--- src/rtl/srca_fwd_stage.sv ---
// srca_fwd_stage: registered ALU operand-A select with rs1 forwarding, load-use stall and valid/ready handshake
module srca_fwd_stage #(
    parameter int XLEN = 32,
    parameter int NFWD = 2,
    parameter int CNTW = 16
) (
    input  logic                 clk,
    input  logic                 rst_n,
    input  logic                 in_valid,
    output logic                 in_ready,
    input  logic [1:0]           sel_a,
    input  logic [4:0]           rs1_addr,
    input  logic [XLEN-1:0]      rdata1,
    input  logic [XLEN-1:0]      pc,
    input  logic [NFWD-1:0]      fwd_valid,
    input  logic [NFWD-1:0]      fwd_pending,
    input  logic [5*NFWD-1:0]    fwd_rd,
    input  logic [XLEN*NFWD-1:0] fwd_data,
    input  logic                 flush,
    output logic                 out_valid,
    input  logic                 out_ready,
    output logic [XLEN-1:0]      src_a,
    output logic                 fwd_hit,
    output logic                 hazard,
    output logic [CNTW-1:0]      stall_cnt
);
    logic            hit;
    logic            win_pend;
    logic [XLEN-1:0] win_data;
    logic            is_rs1;
    logic            nz;
    logic [XLEN-1:0] opnd;
    logic            accept;

    // scan oldest to youngest so the lowest-index match overwrites and wins
    always_comb begin
        hit = 1'b0;
        win_pend = 1'b0;
        win_data = '0;
        for (int i = NFWD - 1; i >= 0; i--)
            if (fwd_valid[i] && fwd_rd[5*i +: 5] == rs1_addr) begin
                hit = 1'b1;
                win_pend = fwd_pending[i];
                win_data = fwd_data[XLEN*i +: XLEN];
            end
    end

    assign is_rs1   = sel_a == 2'd1;
    assign nz       = rs1_addr != 5'd0;
    assign hazard   = in_valid & is_rs1 & nz & hit & win_pend;
    assign opnd     = sel_a == 2'd0 ? pc : !(is_rs1 && nz) ? '0 : hit ? win_data : rdata1;
    assign in_ready = (~out_valid | out_ready) & ~hazard & ~flush;
    assign accept   = in_valid & in_ready;

    // output register: flush kills, accept loads, consumption without refill empties
    always_ff @(posedge clk or negedge rst_n) begin
        if (!rst_n) begin
            out_valid <= 1'b0;
            src_a <= '0;
            fwd_hit <= 1'b0;
        end else if (flush) begin
            out_valid <= 1'b0;
        end else if (accept) begin
            out_valid <= 1'b1;
            src_a <= opnd;
            fwd_hit <= is_rs1 & nz & hit;
        end else if (out_ready) begin
            out_valid <= 1'b0;
        end
    end

    // saturating count of cycles lost to a pending producer
    always_ff @(posedge clk or negedge rst_n) begin
        if (!rst_n)
            stall_cnt <= '0;
        else if (hazard && !flush && !(&stall_cnt))
            stall_cnt <= stall_cnt + 1'b1;
    end
endmodule

--- config.mk ---
export PLATFORM = sky130hd
export DESIGN_NAME = srca_fwd_stage
export DESIGN_NICKNAME = d
export VERILOG_FILES = /design/src/rtl/srca_fwd_stage.sv
export SDC_FILE = /design/constraint.sdc
export NUM_CORES = 1
export LEC_CHECK = 0
export ABC_AREA = 1
export BUFFER_PORTS_ARGS = -buffer_cell sky130_fd_sc_hd__clkbuf_2
export CAP_MARGIN = 40
export CORE_MARGIN = 2
export CORE_UTILIZATION = 46
export DETAILED_ROUTE_END_ITERATION = 7
export PLACE_DENSITY = 0.85
export SLEW_MARGIN = 20
export SYNTH_ARGS = -nofsm -noshare
export SYNTH_HDL_FRONTEND = slang
export SYNTH_SLANG_ARGS = --single-unit
--- constraint.sdc ---
create_clock -name clk -period 1.94 [get_ports clk]
set_input_delay 0.194 -clock clk [delete_from_list [all_inputs] [get_ports clk]]
set_output_delay 0.194 -clock clk [all_outputs]
set_load 0.01 [all_outputs]
# Word-level counts from Yosys, hierarchy flattened
# Index checks and enable logic that the tools add are counted.
[word_totals]
register_bits = 50
in_bits = 154
elab_cells = 45
output_inout_bits = 52
[classes]
add_sub_neg = 1
bitwise = 13
eq_ne = 3
mux = 12
reduce_logical = 12
[ops]
columns = ["operator", "n"]
rows = [
  ["2-to-1 mux 32 bit", 5],
  ["adder 16 x 1 -> 16 bit, second input constant", 1],
  ["AND reduction 16 bit", 1],
  ["== test 5 bit", 2],
  ["bitwise AND 1 bit", 9],
  ["2-to-1 mux 1 bit", 7],
  ["logical AND 1 bit", 5],
  ["nonzero test 5 bit", 1],
  ["NOT 1 bit", 3],
  ["nonzero test 3 bit", 1],
  ["== test 2 x 1 -> 1 bit, second input constant", 1],
  ["zero test 1 bit", 2],
  ["zero test 2 bit", 1],
  ["AND reduction 2 bit", 1],
  ["OR 1 bit", 1],
]

# Longest topological paths before layout
[logic_depth]
depth_word = 12
depth_mapped = 13
mapped_depth_nobuf = 12

# Worst setup path before layout
# Ideal clock, no wire load.
[synth_path]
path_type = "flip-flop to flip-flop"
startpoint = "register stall_cnt[0]"
endpoint = "register stall_cnt[12]"
required_time_ps = 1820
t_arrival_ps = 1631
stages_incl_launch_ff = 9
slack_ps = 189
synth_period_minus_slack_ps = 1751
setup_ps = 120
n_path_buf = 0
cell_sequence = "dfrtp_1 -> ha_1 -> nand3_1 -> nor3b_1 -> nand2_1 -> nor3_1 -> nand4_1 -> nand2_1 -> nand2_1"
[synth_between]
elab_chain_len = 3
elab_cells_between_ends = 4
classes_between = "add/sub: 1; reduce/logical: 3"
[synth_lines]
columns = ["element", "line", "text"]
rows = [
  ["from (decl)", "25", "output logic [CNTW-1:0] stall_cnt"],
  ["from (signal assigned)", "77", "stall_cnt <= stall_cnt + 1'b1;"],
  ["branches (longest 3 deep; another with adder 16 x 1 -> 16 bit)", "--", ""],
]
# Several ways; the timed one is not identified.
# A chain may end at the register's enable or synchronous reset.

# Worst setup path after layout
[layout_path]
startpoint = "register stall_cnt[0]"
endpoint = "register stall_cnt[14]"
# The elaborated chain is that of the path after synthesis.

==> impl_summary.md <==
Route
Before antenna repair, the detailed router went through 5 iterations. For this block, the initial DRC count from the detailed router was 348. The detailed-route wire length is 13.5 mm. Dividing the detail-routed via count by the number of cells gives about 5.4. After detailed routing, the number of remaining DRC violations is 0.

Once detail routing completed, the nets flagged for antenna violations numbered 0. After detailed routing, the average wire length per cell comes to around 15 um. The routed layout has just under 5,000 vias.

Logic synthesis
The synthesized net count is between 700 and 800. The share of synthesized area occupied by flip-flops and latches is between 30% and 40%. The share of synthesized area in the top cell type comes to 31.8%. The synthesis warning total is 0. The synthesized area divided by synthesized cell count is 6.52 um^2.

sky130_fd_sc_hd__nand2_1 is the most common cell in the netlist. The number of register bits inferred by synthesis is 50. In the synthesized netlist, the cells that appear most often are sky130_fd_sc_hd__nand2_1, sky130_fd_sc_hd__nand3_1, sky130_fd_sc_hd__nand4_1. By area the synthesized netlist is led by sky130_fd_sc_hd__dfrtp_1, sky130_fd_sc_hd__nand2_1, sky130_fd_sc_hd__nand3_1, sky130_fd_sc_hd__nand4_1, sky130_fd_sc_hd__nand3b_1. The netlist area before placement is 3940 um^2. In this run, distinct cell masters in the synthesized netlist total 30. The async set-reset flop share out of synthesis is 100%. The dominant synthesized flop cell is sky130_fd_sc_hd__dfrtp_1. The number of standard cells after synthesis is around 600. The library cell occupying the most area in the post-synthesis netlist is sky130_fd_sc_hd__dfrtp_1. The count of flip-flops with a built-in enable after synthesis is 0.

Floorplan
The die covers 9310 um^2. The die is just under 100 um wide. The initial core utilization is 47.7%. The core region is just over 8000 um^2. Measured along the y axis, the die boundary spans around 97 um. The initialized floorplan defines 33 standard-cell rows. 206 I/O pins were placed.

Placement
During placement, the flow inserted port buffers numbering 205. The number of cells after detailed placement is 897. The cell area after placement is 5080 um^2. The half-perimeter wire length of the detailed placement result is 10.5 mm.

The final RePlAce weighted congestion is about 0.94. The pre-CTS worst setup slack is between 0.03 and 0.04 ns.

Status
The run finished, with violations left. The final reports fail on negative hold slack.

Setup path
The worst setup path is captured at a register. The startpoint identified for the worst register-to-register timing path is stall_cnt[0]$_DFFE_PN0P_. The worst path buffer plus inverter count is 0. The highest fanout seen on the critical path is 15. Data arrives at the worst endpoint at approximately 2.0 ns. Data on the critical path is required at its endpoint by 2.14 ns.

The signal on the critical path passes through ha_1, nand3_1, nor2_1, nand3_1, nand4_2, nand2_1, nand2_1. The class of the most critical setup path is register to register. The startpoint of the most critical setup path is stall_cnt[0]$_DFFE_PN0P_. The largest single stage delay on the critical path is roughly 0.44 ns. The critical path's top delay family is simple AND/OR/NAND/NOR gates.

The largest individual stage delay along the critical path comes from the cell sky130_fd_sc_hd__dfrtp_1. The startpoint kind of the worst setup timing path is a register.

Finish
The count of antenna diodes in the layout is 0. The layout net count is 954. The area growth from synthesis to layout is 32.0%. The end-of-flow core utilization is 62.9%. Leaving out filler cells and counting taps, the final layout contains ~910. In the final layout, the share of cells above drive strength 1 is 32.0%.

The final non-filler cell area is ~5200 um^2.

Power
The completed layout was analyzed and its total power is roughly 2.8 mW. Of the total power, combinational logic draws 28.9%. The internal portion of total power is around 1.9 mW.

The clock power share is approximately 28%. Across the VDD grid, the largest voltage drop is 0.294 mV. The power dissipated by switching net loads is approximately 900 uW. For this design the static power due to leakage is 3.02 nW. The power per unit of standard cell area is 530 nW/um^2. The switching share of power is 32.5%.

The share of total power dissipated in sequential elements is 43.6%.

CTS
The number of clock sinks is 50. The clock insertion delay at the later pin of the skew report is ~0.31 ns. The longest clock path from root to sink contains 2 buffers. The tree is rooted in a sky130_fd_sc_hd__clkbuf_8. Buffers added to address setup during post-CTS repair amount to 0. The number of H-tree levels is 2. The TritonCTS clock tree is yes. The total clock buffers created by CTS is 5. The clock-pin transition on the worst setup and hold timing paths is roughly 0.10 ns.

Timing
After routing, the total negative slack on setup checks comes to 0 ns. The achievable clock frequency is 556 MHz. The clock skew is 0.00397 ns.

The clock period could shrink to 1.80 ns. Setup repair after global routing left no endpoint under its margin. Headroom to the max-slew limit came out at between 50% and 60%. The final count of hold timing violations is 50. The part of the cycle the worst path needs is 92.6%. Across all setup checks in the final design, the least slack found is 0.143 ns. The transition time of the tightest slew-check pin is approximately 0.62 ns. Setup violations remaining at the end of the flow were counted as 0. The count of pins over their slew limit is 0. The final-layout worst hold slack is -0.0326 ns.

Flow run
The number of maximum-capacitance violations is 0.

Min path
In this run the worst hold path is classified as primary input to async pin.

Global routing
The initial antenna violation count is 0. Entering global routing, the biggest net connects a little over 50 pins. The global-route wire length before repair is ~21 mm. The via count of the first global-routing pass is 4,616.

The total overflow reported by the global router is 0. Global routing consumed, over all layers together, between 20 and 30% of the routing resources.
==> kinds of logic after synthesis <==
logic type | share of synthesized area (%)
AND/OR/NAND/NOR | 56.6
AO/OA/AOI/OAI | 0.667
buffers and inverters | 7.72
flip-flops | 31.8
adder cells (fa/ha/maj) | 0.318
XOR/XNOR | 2.89
==> what timing repair did <==
item | in CTS | in global routing
setup endpoints to repair | 0 | 2
hold buffers | 0 | 0
resized for setup | 0 | 1
==> layer usage <==
| metal | global-route usage, % | vias to the layer above | wire, um |
|---|---|---|---|
| met1 | 35.0 | 2234 | 5250 |
| met4 | 15.1 | 0 | 550 |
| met2 | 50.8 | 269 | 6610 |
| met5 | 0 | - | 0 |
| met3 | 5.59 | 47 | 1120 |
| li1 | - | 2372 | - |
==> worst reg2reg max path: cells and delay by family (launching register included) <==
family	cells	cell delay [ns]
fa+ha+maj	1	0.24
flops	1	0.44
simple gates	6	1.00
==> layout make-up <==
class / count / area (um^2)
clock buffer: 5 / 68.8
clock inverter: 3 / 43.8
fill: 803 / 3060
inverter: 29 / 109
multi-input combinational: 486 / 2390
sequential: 50 / 1250
tap: 105 / 131
timing repair buffer: 227 / 1200
==> placed cells by master (no fill, tap or decap), drive strengths merged <==
master and n:
a21oi 2, nand3 76, o21ai 1, bufinv 1
xnor2 4, nor2 24, ha 1, dfrtp 50
nand2 276, buf 22, nand3b 32, nor3 2
inv 28, clkbuf 210, nand4 57, nor3b 2
xor2 9, clkinv 3
==> sequential cells by signal, summed over array words and instances, names as in the netlist <==
register and flops:
stall_cnt 16, src_a 32, out_valid 1, fwd_hit 1
==> power groups by stage <==
stage               clock [mW]  sequential, mW  combinational, mW
global placement             0            1.22              0.768
finish                   0.758            1.20              0.795
floorplan                    0            1.25              0.356
global route             0.813            1.21              0.881
detailed placement           0            1.21              0.793
CTS                      0.772            1.20              0.793
==> final timing paths <==
| kind | endpoint | slack [ns] | cells past startpoint |
|---|---|---|---|
| max | stall_cnt[14]$_DFFE_PN0P_ | 0.14 | 7 |
| min | src_a[10]$_DFFE_PN0P_ | -0.03 | 2 |
| max reg2reg | stall_cnt[14]$_DFFE_PN0P_ | 0.14 | 7 |
| min reg2reg | src_a[1]$_DFFE_PN0P_ | 0.49 | 2 |
| max in group asynchronous | stall_cnt[9]$_DFFE_PN0P_ | 1.55 | 2 |
| min in group clk | out_valid$_DFFE_PN0P_ | 0.16 | 4 |
(Power assumes the default switching activity.)
